File: config.mk
export PLATFORM = sky130hd
export DESIGN_NAME = miner_host_master
export DESIGN_NICKNAME = d
export VERILOG_FILES = /design/src/rtl/miner_host_pkg.sv /design/src/rtl/miner_read_pipe.sv /design/src/rtl/miner_host_master.sv
export SDC_FILE = /design/constraint.sdc
export NUM_CORES = 1
export LEC_CHECK = 0
export CORE_ASPECT_RATIO = 0.6
export CORE_UTILIZATION = 46
export DETAILED_ROUTE_END_ITERATION = 10
export GPL_ROUTABILITY_DRIVEN = 0
export PLACE_DENSITY = 0.77
export SLEW_MARGIN = 20
export SYNTH_ARGS = -nofsm -noshare
export SYNTH_HDL_FRONTEND = slang
export SYNTH_SLANG_ARGS = --single-unit
File: constraint.sdc
create_clock -name clk -period 6.51 [get_ports clk]
set_input_delay 0.9765 -clock clk [delete_from_list [all_inputs] [get_ports clk]]
set_output_delay 0.9765 -clock clk [all_outputs]
set_load 0.02 [all_outputs]
File: src/rtl/miner_host_pkg.sv
// rtl/miner_host_pkg.sv - state encoding and miner CSR map shared by miner_host_master
package miner_host_pkg;

   typedef enum logic [3:0] {
      ST_IDLE,
      ST_LD_TGT,
      ST_LD_MSG,
      ST_CTRL_CLR,
      ST_CTRL_SET,
      ST_POLL_WAIT,
      ST_POLL_RD,
      ST_POLL_CHK,
      ST_NONCE_RD,
      ST_NONCE_CHK,
      ST_REPORT,
      ST_ABORT_CLR
   } state_t;

   localparam logic [4:0] ADDR_CTRL        = 5'd0;
   localparam logic [4:0] ADDR_STATUS      = 5'd1;
   localparam logic [4:0] ADDR_NONCE       = 5'd2;
   localparam logic [4:0] ADDR_TARGET_BASE = 5'd8;
   localparam logic [4:0] ADDR_MSG_BASE    = 5'd16;

   localparam logic [4:0] TGT_LAST_IDX = 5'd7;
   localparam logic [4:0] MSG_LAST_IDX = 5'd15;

   localparam int STAT_FOUND     = 1;
   localparam int STAT_EXHAUSTED = 2;

   // newTarget | newMsg
   localparam logic [31:0] CTRL_START = 32'h3;
   localparam logic [31:0] CTRL_CLEAR = 32'h0;

   function automatic logic [15:0] sat_inc16(input logic [15:0] v);
      return (v == 16'hFFFF) ? v : v + 16'd1;
   endfunction

endpackage

File: src/rtl/miner_read_pipe.sv
// rtl/miner_read_pipe.sv - tracks one outstanding CSR read and flags when its data is valid
// Ports:
//   clk, n_rst   clock, asynchronous active-low reset
//   issue_i      a read strobe is on the bus this cycle
//   flush_i      forget any read still in flight
//   rd_data_i    bus read data
//   rd_done_o    read data for the issued read is valid this cycle
//   rd_data_o    that read data (0 when rd_done_o is low)
module miner_read_pipe #(
   parameter int READ_LATENCY = 1
) (
   input  logic        clk,
   input  logic        n_rst,
   input  logic        issue_i,
   input  logic        flush_i,
   input  logic [31:0] rd_data_i,
   output logic        rd_done_o,
   output logic [31:0] rd_data_o
);

   logic [READ_LATENCY-1:0] pend_q;

   always_ff @(posedge clk or negedge n_rst) begin
      if (!n_rst) begin
         pend_q <= '0;
      end else if (flush_i) begin
         pend_q <= '0;
      end else begin
         pend_q[0] <= issue_i;
         for (int i = 1; i < READ_LATENCY; i++) begin
            pend_q[i] <= pend_q[i-1];
         end
      end
   end

   // Last stage is set exactly READ_LATENCY cycles after the read cycle,
   // which is the cycle the slave drives valid data.
   assign rd_done_o = pend_q[READ_LATENCY-1];
   assign rd_data_o = rd_done_o ? rd_data_i : '0;

endmodule

File: src/rtl/miner_host_master.sv
// rtl/miner_host_master.sv - Avalon-MM host master that loads, starts and polls the miner
// Ports:
//   clk, n_rst                    clock, asynchronous active-low reset
//   in_valid/in_data/in_ready     job word stream: 8 target words then 16 message words
//   abort                         cancel the job in progress
//   m_chipselect/m_write/m_read   Avalon-MM strobes toward the miner CSR slave
//   m_addr/m_writedata/m_readdata Avalon-MM address and data
//   res_valid/res_ready           result record handshake
//   res_found/res_nonce/res_error result fields, valid while res_valid
module miner_host_master #(
   parameter int          READ_LATENCY = 1,
   parameter int          POLL_GAP     = 4,
   parameter logic [15:0] POLL_LIMIT   = 16'hFFFF
) (
   input  logic        clk,
   input  logic        n_rst,
   input  logic        in_valid,
   input  logic [31:0] in_data,
   output logic        in_ready,
   input  logic        abort,
   output logic        m_chipselect,
   output logic        m_write,
   output logic        m_read,
   output logic [4:0]  m_addr,
   output logic [31:0] m_writedata,
   input  logic [31:0] m_readdata,
   output logic        res_valid,
   input  logic        res_ready,
   output logic        res_found,
   output logic [31:0] res_nonce,
   output logic        res_error
);

   import miner_host_pkg::*;

   localparam logic [15:0] GAP_LAST = 16'(POLL_GAP - 1);

   state_t      state_q, state_d;
   logic [4:0]  idx_q, idx_d;
   logic [15:0] gap_q, gap_d;
   logic [15:0] poll_q, poll_d;
   logic        found_q, found_d;
   logic        error_q, error_d;
   logic [31:0] nonce_q, nonce_d;
   logic        alive_q;

   logic        issue_rd;
   logic        flush_rd;
   logic        rd_done;
   logic [31:0] rd_data;

   miner_read_pipe #(
      .READ_LATENCY (READ_LATENCY)
   ) u_read_pipe (
      .clk       (clk),
      .n_rst     (n_rst),
      .issue_i   (issue_rd),
      .flush_i   (flush_rd),
      .rd_data_i (m_readdata),
      .rd_done_o (rd_done),
      .rd_data_o (rd_data)
   );

   // Holds in_ready low until the first clock after reset release, so the
   // combinational IDLE write path stays quiet while n_rst is asserted.
   always_ff @(posedge clk or negedge n_rst) begin
      if (!n_rst) begin
         alive_q <= 1'b0;
      end else begin
         alive_q <= 1'b1;
      end
   end

   always_ff @(posedge clk or negedge n_rst) begin
      if (!n_rst) begin
         state_q <= ST_IDLE;
         idx_q   <= '0;
         gap_q   <= '0;
         poll_q  <= '0;
         found_q <= 1'b0;
         error_q <= 1'b0;
         nonce_q <= '0;
      end else begin
         state_q <= state_d;
         idx_q   <= idx_d;
         gap_q   <= gap_d;
         poll_q  <= poll_d;
         found_q <= found_d;
         error_q <= error_d;
         nonce_q <= nonce_d;
      end
   end

   always_comb begin
      state_d     = state_q;
      idx_d       = idx_q;
      gap_d       = gap_q;
      poll_d      = poll_q;
      found_d     = found_q;
      error_d     = error_q;
      nonce_d     = nonce_q;
      in_ready    = 1'b0;
      m_write     = 1'b0;
      m_read      = 1'b0;
      m_addr      = '0;
      m_writedata = '0;
      issue_rd    = 1'b0;
      flush_rd    = 1'b0;
      res_valid   = 1'b0;

      case (state_q)
         ST_IDLE: begin
            in_ready = alive_q;
            if (in_valid && alive_q) begin
               m_write     = 1'b1;
               m_addr      = ADDR_TARGET_BASE;
               m_writedata = in_data;
               idx_d       = 5'd1;
               state_d     = ST_LD_TGT;
            end
         end
         ST_LD_TGT: begin
            in_ready = 1'b1;
            if (in_valid) begin
               m_write     = 1'b1;
               m_addr      = ADDR_TARGET_BASE + idx_q;
               m_writedata = in_data;
               if (idx_q == TGT_LAST_IDX) begin
                  idx_d   = '0;
                  state_d = ST_LD_MSG;
               end else begin
                  idx_d = idx_q + 5'd1;
               end
            end
         end
         ST_LD_MSG: begin
            in_ready = 1'b1;
            if (in_valid) begin
               m_write     = 1'b1;
               m_addr      = ADDR_MSG_BASE + idx_q;
               m_writedata = in_data;
               if (idx_q == MSG_LAST_IDX) begin
                  idx_d   = '0;
                  state_d = ST_CTRL_CLR;
               end else begin
                  idx_d = idx_q + 5'd1;
               end
            end
         end
         // Clearing CTRL first guarantees the miner sees a rising edge on
         // newTarget and newMsg even if a previous job left them set.
         ST_CTRL_CLR: begin
            m_write     = 1'b1;
            m_addr      = ADDR_CTRL;
            m_writedata = CTRL_CLEAR;
            state_d     = ST_CTRL_SET;
         end
         ST_CTRL_SET: begin
            m_write     = 1'b1;
            m_addr      = ADDR_CTRL;
            m_writedata = CTRL_START;
            poll_d      = '0;
            gap_d       = '0;
            found_d     = 1'b0;
            error_d     = 1'b0;
            nonce_d     = '0;
            state_d     = ST_POLL_WAIT;
         end
         ST_POLL_WAIT: begin
            if (gap_q == GAP_LAST) begin
               gap_d   = '0;
               state_d = ST_POLL_RD;
            end else begin
               gap_d = gap_q + 16'd1;
            end
         end
         ST_POLL_RD: begin
            m_read   = 1'b1;
            m_addr   = ADDR_STATUS;
            issue_rd = 1'b1;
            poll_d   = sat_inc16(poll_q);
            state_d  = ST_POLL_CHK;
         end
         ST_POLL_CHK: begin
            if (rd_done) begin
               if (rd_data[STAT_FOUND]) begin
                  state_d = ST_NONCE_RD;
               end else if (rd_data[STAT_EXHAUSTED]) begin
                  error_d = 1'b1;
                  state_d = ST_REPORT;
               end else if (poll_q >= POLL_LIMIT) begin
                  error_d = 1'b1;
                  state_d = ST_REPORT;
               end else begin
                  state_d = ST_POLL_WAIT;
               end
            end
         end
         ST_NONCE_RD: begin
            m_read   = 1'b1;
            m_addr   = ADDR_NONCE;
            issue_rd = 1'b1;
            state_d  = ST_NONCE_CHK;
         end
         ST_NONCE_CHK: begin
            if (rd_done) begin
               nonce_d = rd_data;
               found_d = 1'b1;
               state_d = ST_REPORT;
            end
         end
         ST_REPORT: begin
            res_valid = 1'b1;
            if (res_ready) begin
               state_d = ST_IDLE;
            end
         end
         ST_ABORT_CLR: begin
            m_write     = 1'b1;
            m_addr      = ADDR_CTRL;
            m_writedata = CTRL_CLEAR;
            flush_rd    = 1'b1;
            idx_d       = '0;
            state_d     = ST_IDLE;
         end
         default: begin
            state_d = ST_IDLE;
         end
      endcase

      // The bus access chosen above still happens this cycle; abort only
      // redirects where the machine goes next.
      if (abort && (state_q != ST_IDLE) && (state_q != ST_REPORT)
                && (state_q != ST_ABORT_CLR)) begin
         state_d = ST_ABORT_CLR;
      end
   end

   assign m_chipselect = m_read | m_write;
   assign res_found    = (state_q == ST_REPORT) & found_q;
   assign res_error    = (state_q == ST_REPORT) & error_q;
   assign res_nonce    = (state_q == ST_REPORT) ? nonce_q : '0;

endmodule

; ---- Word-level counts from Yosys, hierarchy flattened
; Index checks and enable logic that the tools add are counted.
[totals]
reg_bits = 77
out_inout_bits = 76
wordCells = 121
[op_classes]
n_addsub = 5
n_lt_le_gt_ge = 1
n_eq_ne = 34
mux = 50
bitwise = 3
n_reduce_logical = 19
[op_table]
columns = cell, n
row1 = $mux 32, 5
row2 = $pmux 32 s3, 1
row3 = $pmux 16 s2, 2
row4 = $pmux 32 s2, 1
row5 = $mux 4, 14
row6 = $pmux 4 s11, 1
row7 = $mux 5, 7
row8 = $add 16x1->16 const B, 2
row9 = $mux 16, 2
row10 = $pmux 5 s5, 1
row11 = $ne 3x3->1 const B, 8
row12 = $pmux 5 s4, 1
row13 = $eq 16x16->1 const B, 1
row14 = $eq 16x2->1 const B, 1
row15 = $eq 4x3->1 const B, 4
row16 = $eq 4x4->1 const B, 4
row17 = $ge 16x16->1 const B, 1
row18 = $mux 1, 11
row19 = $ne 2x2->1 const B, 5
row20 = $reduce_and 9->1, 1
row21 = $eq 4x2->1 const B, 2
row22 = $ne 4x4->1 const B, 2
row23 = $reduce_and 4->1, 2
row24 = $reduce_bool 2->1, 4
row25 = other kinds (18), 29

; ---- Longest topological paths before layout
[logic_depth]
depth_word = 7
ltp_mapped = 9
depth_no_buf = 9

; ---- Modules after synthesis
; Synthesis repeated with hierarchy kept, for this count alone.
[hier_totals]
hier_cells = 510
hier_area_um2 = 4709.5
[by_module_without_submodules]
columns = mod, instances, cells_each, area_per_inst_um2, seq_area_each_um2
row1 = miner_host_master, 1, 473, 4423.0, 1901.8
row2 = miner_read_pipe, 1, 37, 286.5, 25.0

; ---- Least setup slack after synthesis
; OpenSTA, ideal clock, no wires.
[synth_path]
kind = in2out
startpoint = input in_valid
endpoint = output m_chipselect
arrival_ns = 1.978
path_slack_ns = 3.555
stages = 4
n_path_buf = 0
path_cell_list = o211ai_1 -> nor2_1 -> or3_1 -> or2_1
[synth_via]
elab_chain_cells = 4
word_cells_on_any_way = 5
classes_between = mux: 3 / bitwise: 1 / reduce/logical: 1
[synth_lines]
columns = element, line
row1 = start: declaration, miner_host_master.sv:17  ; input logic in_valid,
row2 = $logic_and 1x1->1, miner_host_master.sv:114  ; if (in_valid && alive_q) begin
row3 = $mux 1, miner_host_master.sv:114
row4 = $pmux 1 s3 (*), miner_host_master.sv:111  ; case (state_q)
row5 = net m_write, miner_host_master.sv:22  ; output logic m_write,
row6 = $or 1x1->1 (*), miner_host_master.sv:239  ; assign m_chipselect = m_read | m_write;
row7 = end: declaration, miner_host_master.sv:21  ; output logic m_chipselect,
; The timed path passes the listed nets; every way through them passes the cells marked *.

; ---- Worst setup path after layout
[layout_path]
startpoint = register state_q[1]
endpoint = output m_chipselect
[layout_via]
elab_chain_cells = 4
word_cells_on_any_way = 14
classes_between = eq/ne: 7 / mux: 2 / bitwise: 1 / reduce/logical: 4
[layout_lines]
columns = element, line
row1 = start: declaration, miner_host_master.sv:38  ; state_t state_q, state_d;
row2 = start signal: assignment, miner_host_master.sv:84  ; state_q <= state_d;
row3 = "$eq 4x3->1, or another cell as far along", miner_host_master.sv:111
row4 = $reduce_or 3->1 (no source line) or $reduce_or 2->1 (tied branches), n/a
row5 = $pmux 1 s3 or $mux 1 (tied branches), miner_host_master.sv:111
row6 = $or 1x1->1 (*), miner_host_master.sv:239
; Every way passes the cells marked *; elsewhere a longest branch is shown, timed or not.

==> impl_metrics.json <==
{
  "status": "complete, no violations",
  "mostFrequentLayoutCells": "clkdlybuf4s50_1 (143), dfrtp_1 (77), and2_1 (70)",
  "finalMaxSlewViolations": 0,
  "drtPass1Iterations": 7,
  "clk_latency_ns": 0.34,
  "synth_edf_count": 0,
  "coreArea_um2": 9220,
  "ant_nets": 0,
  "worst_slew_pin_slew_ns": 0.967,
  "min_period_over_period_pct": 64.4,
  "hold_viol_final": 0,
  "min_to": "nonce_q[4]$_DFFE_PN0P_",
  "hold_depth": 1,
  "hold_buffers": 0,
  "final_nets": 687,
  "power.density_nw_per_um2": 327,
  "criticalPathCategory": "flop to primary output",
  "die_area_um2": 9940,
  "setup_viol": 0,
  "grt_usage_pct": 25.6,
  "ys_top_cells_by_area": "dfrtp_1 (44%), and2_1 (10%), a22o_1 (7.0%)",
  "drv_cap": 0,
  "place_worst_setup_slack_ns": 2.41,
  "critPathLaunchType": "flop",
  "layout_commonest_cell": "clkdlybuf4s50_1",
  "fill_cells": 717,
  "synth_ff_type": "dfrtp_1",
  "hold_path_class": "flop to flop",
  "antenna_found_initial": 0,
  "worst_setup_path_end_kind": "primary output",
  "syn_area_per_cell_um2": 9.23,
  "port_buffers": 144,
  "required_ns": 5.53,
  "synthesis.area_um2": 4390,
  "grt_first_pass_wirelength_mm": 20.1,
  "worstPathMaxFanout": 33,
  "rows": 27,
  "wl_met2_mm": 5.64,
  "grt_max_degree": 78,
  "cts.sinks": 77,
  "yosysSeqAreaShare_pct": 43.9,
  "fmax_mhz": 238,
  "grt_overflow": 0,
  "dp_hpwl_mm": 8.84,
  "io_pins": 145,
  "wl_mm": 12.2,
  "start_util_pct": 47.6,
  "cts_made_buffers": 9,
  "drc": 0,
  "reg2regPathDepth": 5,
  "antenna_cells": 0,
  "synth_top_cell_area_share_pct": 43.9,
  "synthToLayoutAreaGrowth_pct": 42.9,
  "top_layer": "met4",
  "irDropWorstVdd_uv": 145,
  "synth_top_cell_by_area": "dfrtp_1",
  "clockRootBuffer": "clkbuf_16",
  "maxSlewHeadroom_pct": 35.5,
  "wl_per_cell_um": 16.4,
  "cts_setup_buffers": 0,
  "clock_path_buffers": 2,
  "wl_met3_um": 818,
  "grt_pass1_vias": 4098,
  "timing.rr.start": "state_q[1]$_DFFE_PN0P_",
  "vias": 4236,
  "setup_ws_ns": 2.31,
  "finalInstanceArea_um2": 6270,
  "final_layout_size_suffix_gt1_share_pct": 6.47,
  "die_y_um": 77.6,
  "rrSetupSlack_ns": 3.85,
  "async_reset_ff_share_pct": 100,
  "cts_tree": "yes",
  "synthesis.nets": 549,
  "wirelength_met1_mm": 5.63,
  "cp.arrival_ns": 3.22,
  "fin_skew_ns": 0.00757,
  "fin_crit_ns": 4.20,
  "synth.distinct_cells": 61,
  "die_w_um": 128,
  "rsz0062_at_grt": "no",
  "syn_inst": 475,
  "ys_ff_latch": 77,
  "hold_slack_ns": 0.489,
  "path_clk_slew_ns": 0.06,
  "rr_endpoint": "state_q[1]$_DFFE_PN0P_",
  "drt_iter0_drc": 388,
  "dpl_cell_area_um2": 5940,
  "htree_levels": 3,
  "avgViaCountPerCell": 5.66,
  "ys_warn_count": 0,
  "min_from": "nonce_q[4]$_DFFE_PN0P_",
  "leakagePower_nw": 2.66,
  "cts-resized-gates": 0,
  "fin_setup_tns_ns": 0
}
-- synth_stat cells, types with 2 or more instances --
master     instances
inv_1             11
nand2b_1           6
clkbuf_1          14
a21oi_1           19
nor4_1             7
o2bb2ai_1          2
a22o_1            35
and2_1            70
dfrtp_1           77
nor3b_1            3
nor3_1             8
o21ai_0           19
ha_1               5
o31ai_1            2
a41o_2             2
nand2_1           44
o211ai_1           3
a31o_2             4
nand4_1            7
o21a_1             5
o311ai_0           3
buf_1              2
xor2_1             6
mux2i_1            6
nor2_1            37
or3_1              3
a211oi_1           2
and3_1             8
buf_2              7
nand3_1           16
a31oi_1            7
xnor2_1            4
nor2b_1            3
-- worst max path at each step --
stage              endpoint                    from
2_1_floorplan  m_chipselect                in_valid
3_3_place_gp   m_chipselect                in_valid
3_5_place_dp   m_chipselect                in_valid
4_1_cts        m_chipselect  state_q[1]$_DFFE_PN0P_
5_1_grt        m_chipselect  state_q[1]$_DFFE_PN0P_
6_report       m_chipselect  state_q[1]$_DFFE_PN0P_
-- state kept, by name (all words and copies together) (netlist names) --
register / cells
nonce_q: 32
gap_q: 16
poll_q: 16
idx_q: 5
state_q: 4
alive_q: 1
error_q: 1
found_q: 1
u_read_pipe.rd_done_o: 1
-- kinds of logic (layout without fill, tap and decap cells) --
logic type,count (synthesis),in the layout,share of synthesized area (%)
and+or+nand+nor,224,224,27.6
AOI/OAI and AO/OA,118,118,20.5
DFF,77,77,43.9
buffers and inverters,34,177,3.11
xor gates and xnor gates,10,10,2.00
muxes,6,6,1.37
adders and majority gates,5,5,1.43
other,1,1,0.0855
-- per-stage QoR --
stage / instances / total power, mW / utilization, %
after global placement: 732 / 1.48 / 64.4
after global routing: 748 / 2.16 / 67.9
after floorplan: 475 / 1.18 / -
final: 748 / 2.05 / 67.9
after detailed placement: 732 / 1.50 / 64.4
after CTS: 748 / 2.05 / 67.9
-- power breakdown --
group | internal (mW) | switching (mW)
clock network | 0.347 | 0.197
registers | 0.585 | 0.132
logic | 0.372 | 0.417
total | 1.30 | 0.747
-- per-layer routing --
metal	vias up	track usage, %
met3	17	6.62
met5	-	0
li1	1996	-
met2	185	40.5
met4	0	6.47
met1	2038	35.0
-- cell type report --
cell class | count | area (um^2) | area share, %
Multi-Input combinational cell | 364 | 2330 | 37.1
Sequential cell | 77 | 1930 | 30.8
Timing Repair Buffer | 150 | 1480 | 23.6
Inverter | 11 | 41.3 | 0.659
Clock inverter | 5 | 83.8 | 1.34
Tap cell | 130 | 163 | 2.60
Clock buffer | 11 | 243 | 3.87
-- critical path, stage by stage, from the launching register on --
cell and delay [ns]:
dfrtp_1 0.84, inv_1 0.21, nor2_1 0.38, nor2_1 0.09, buf_4 0.22, or3_1 0.39
or2_1 0.21, clkdlybuf4s50_1 0.53
No activity file was read; power rests on OpenSTA's default activity.
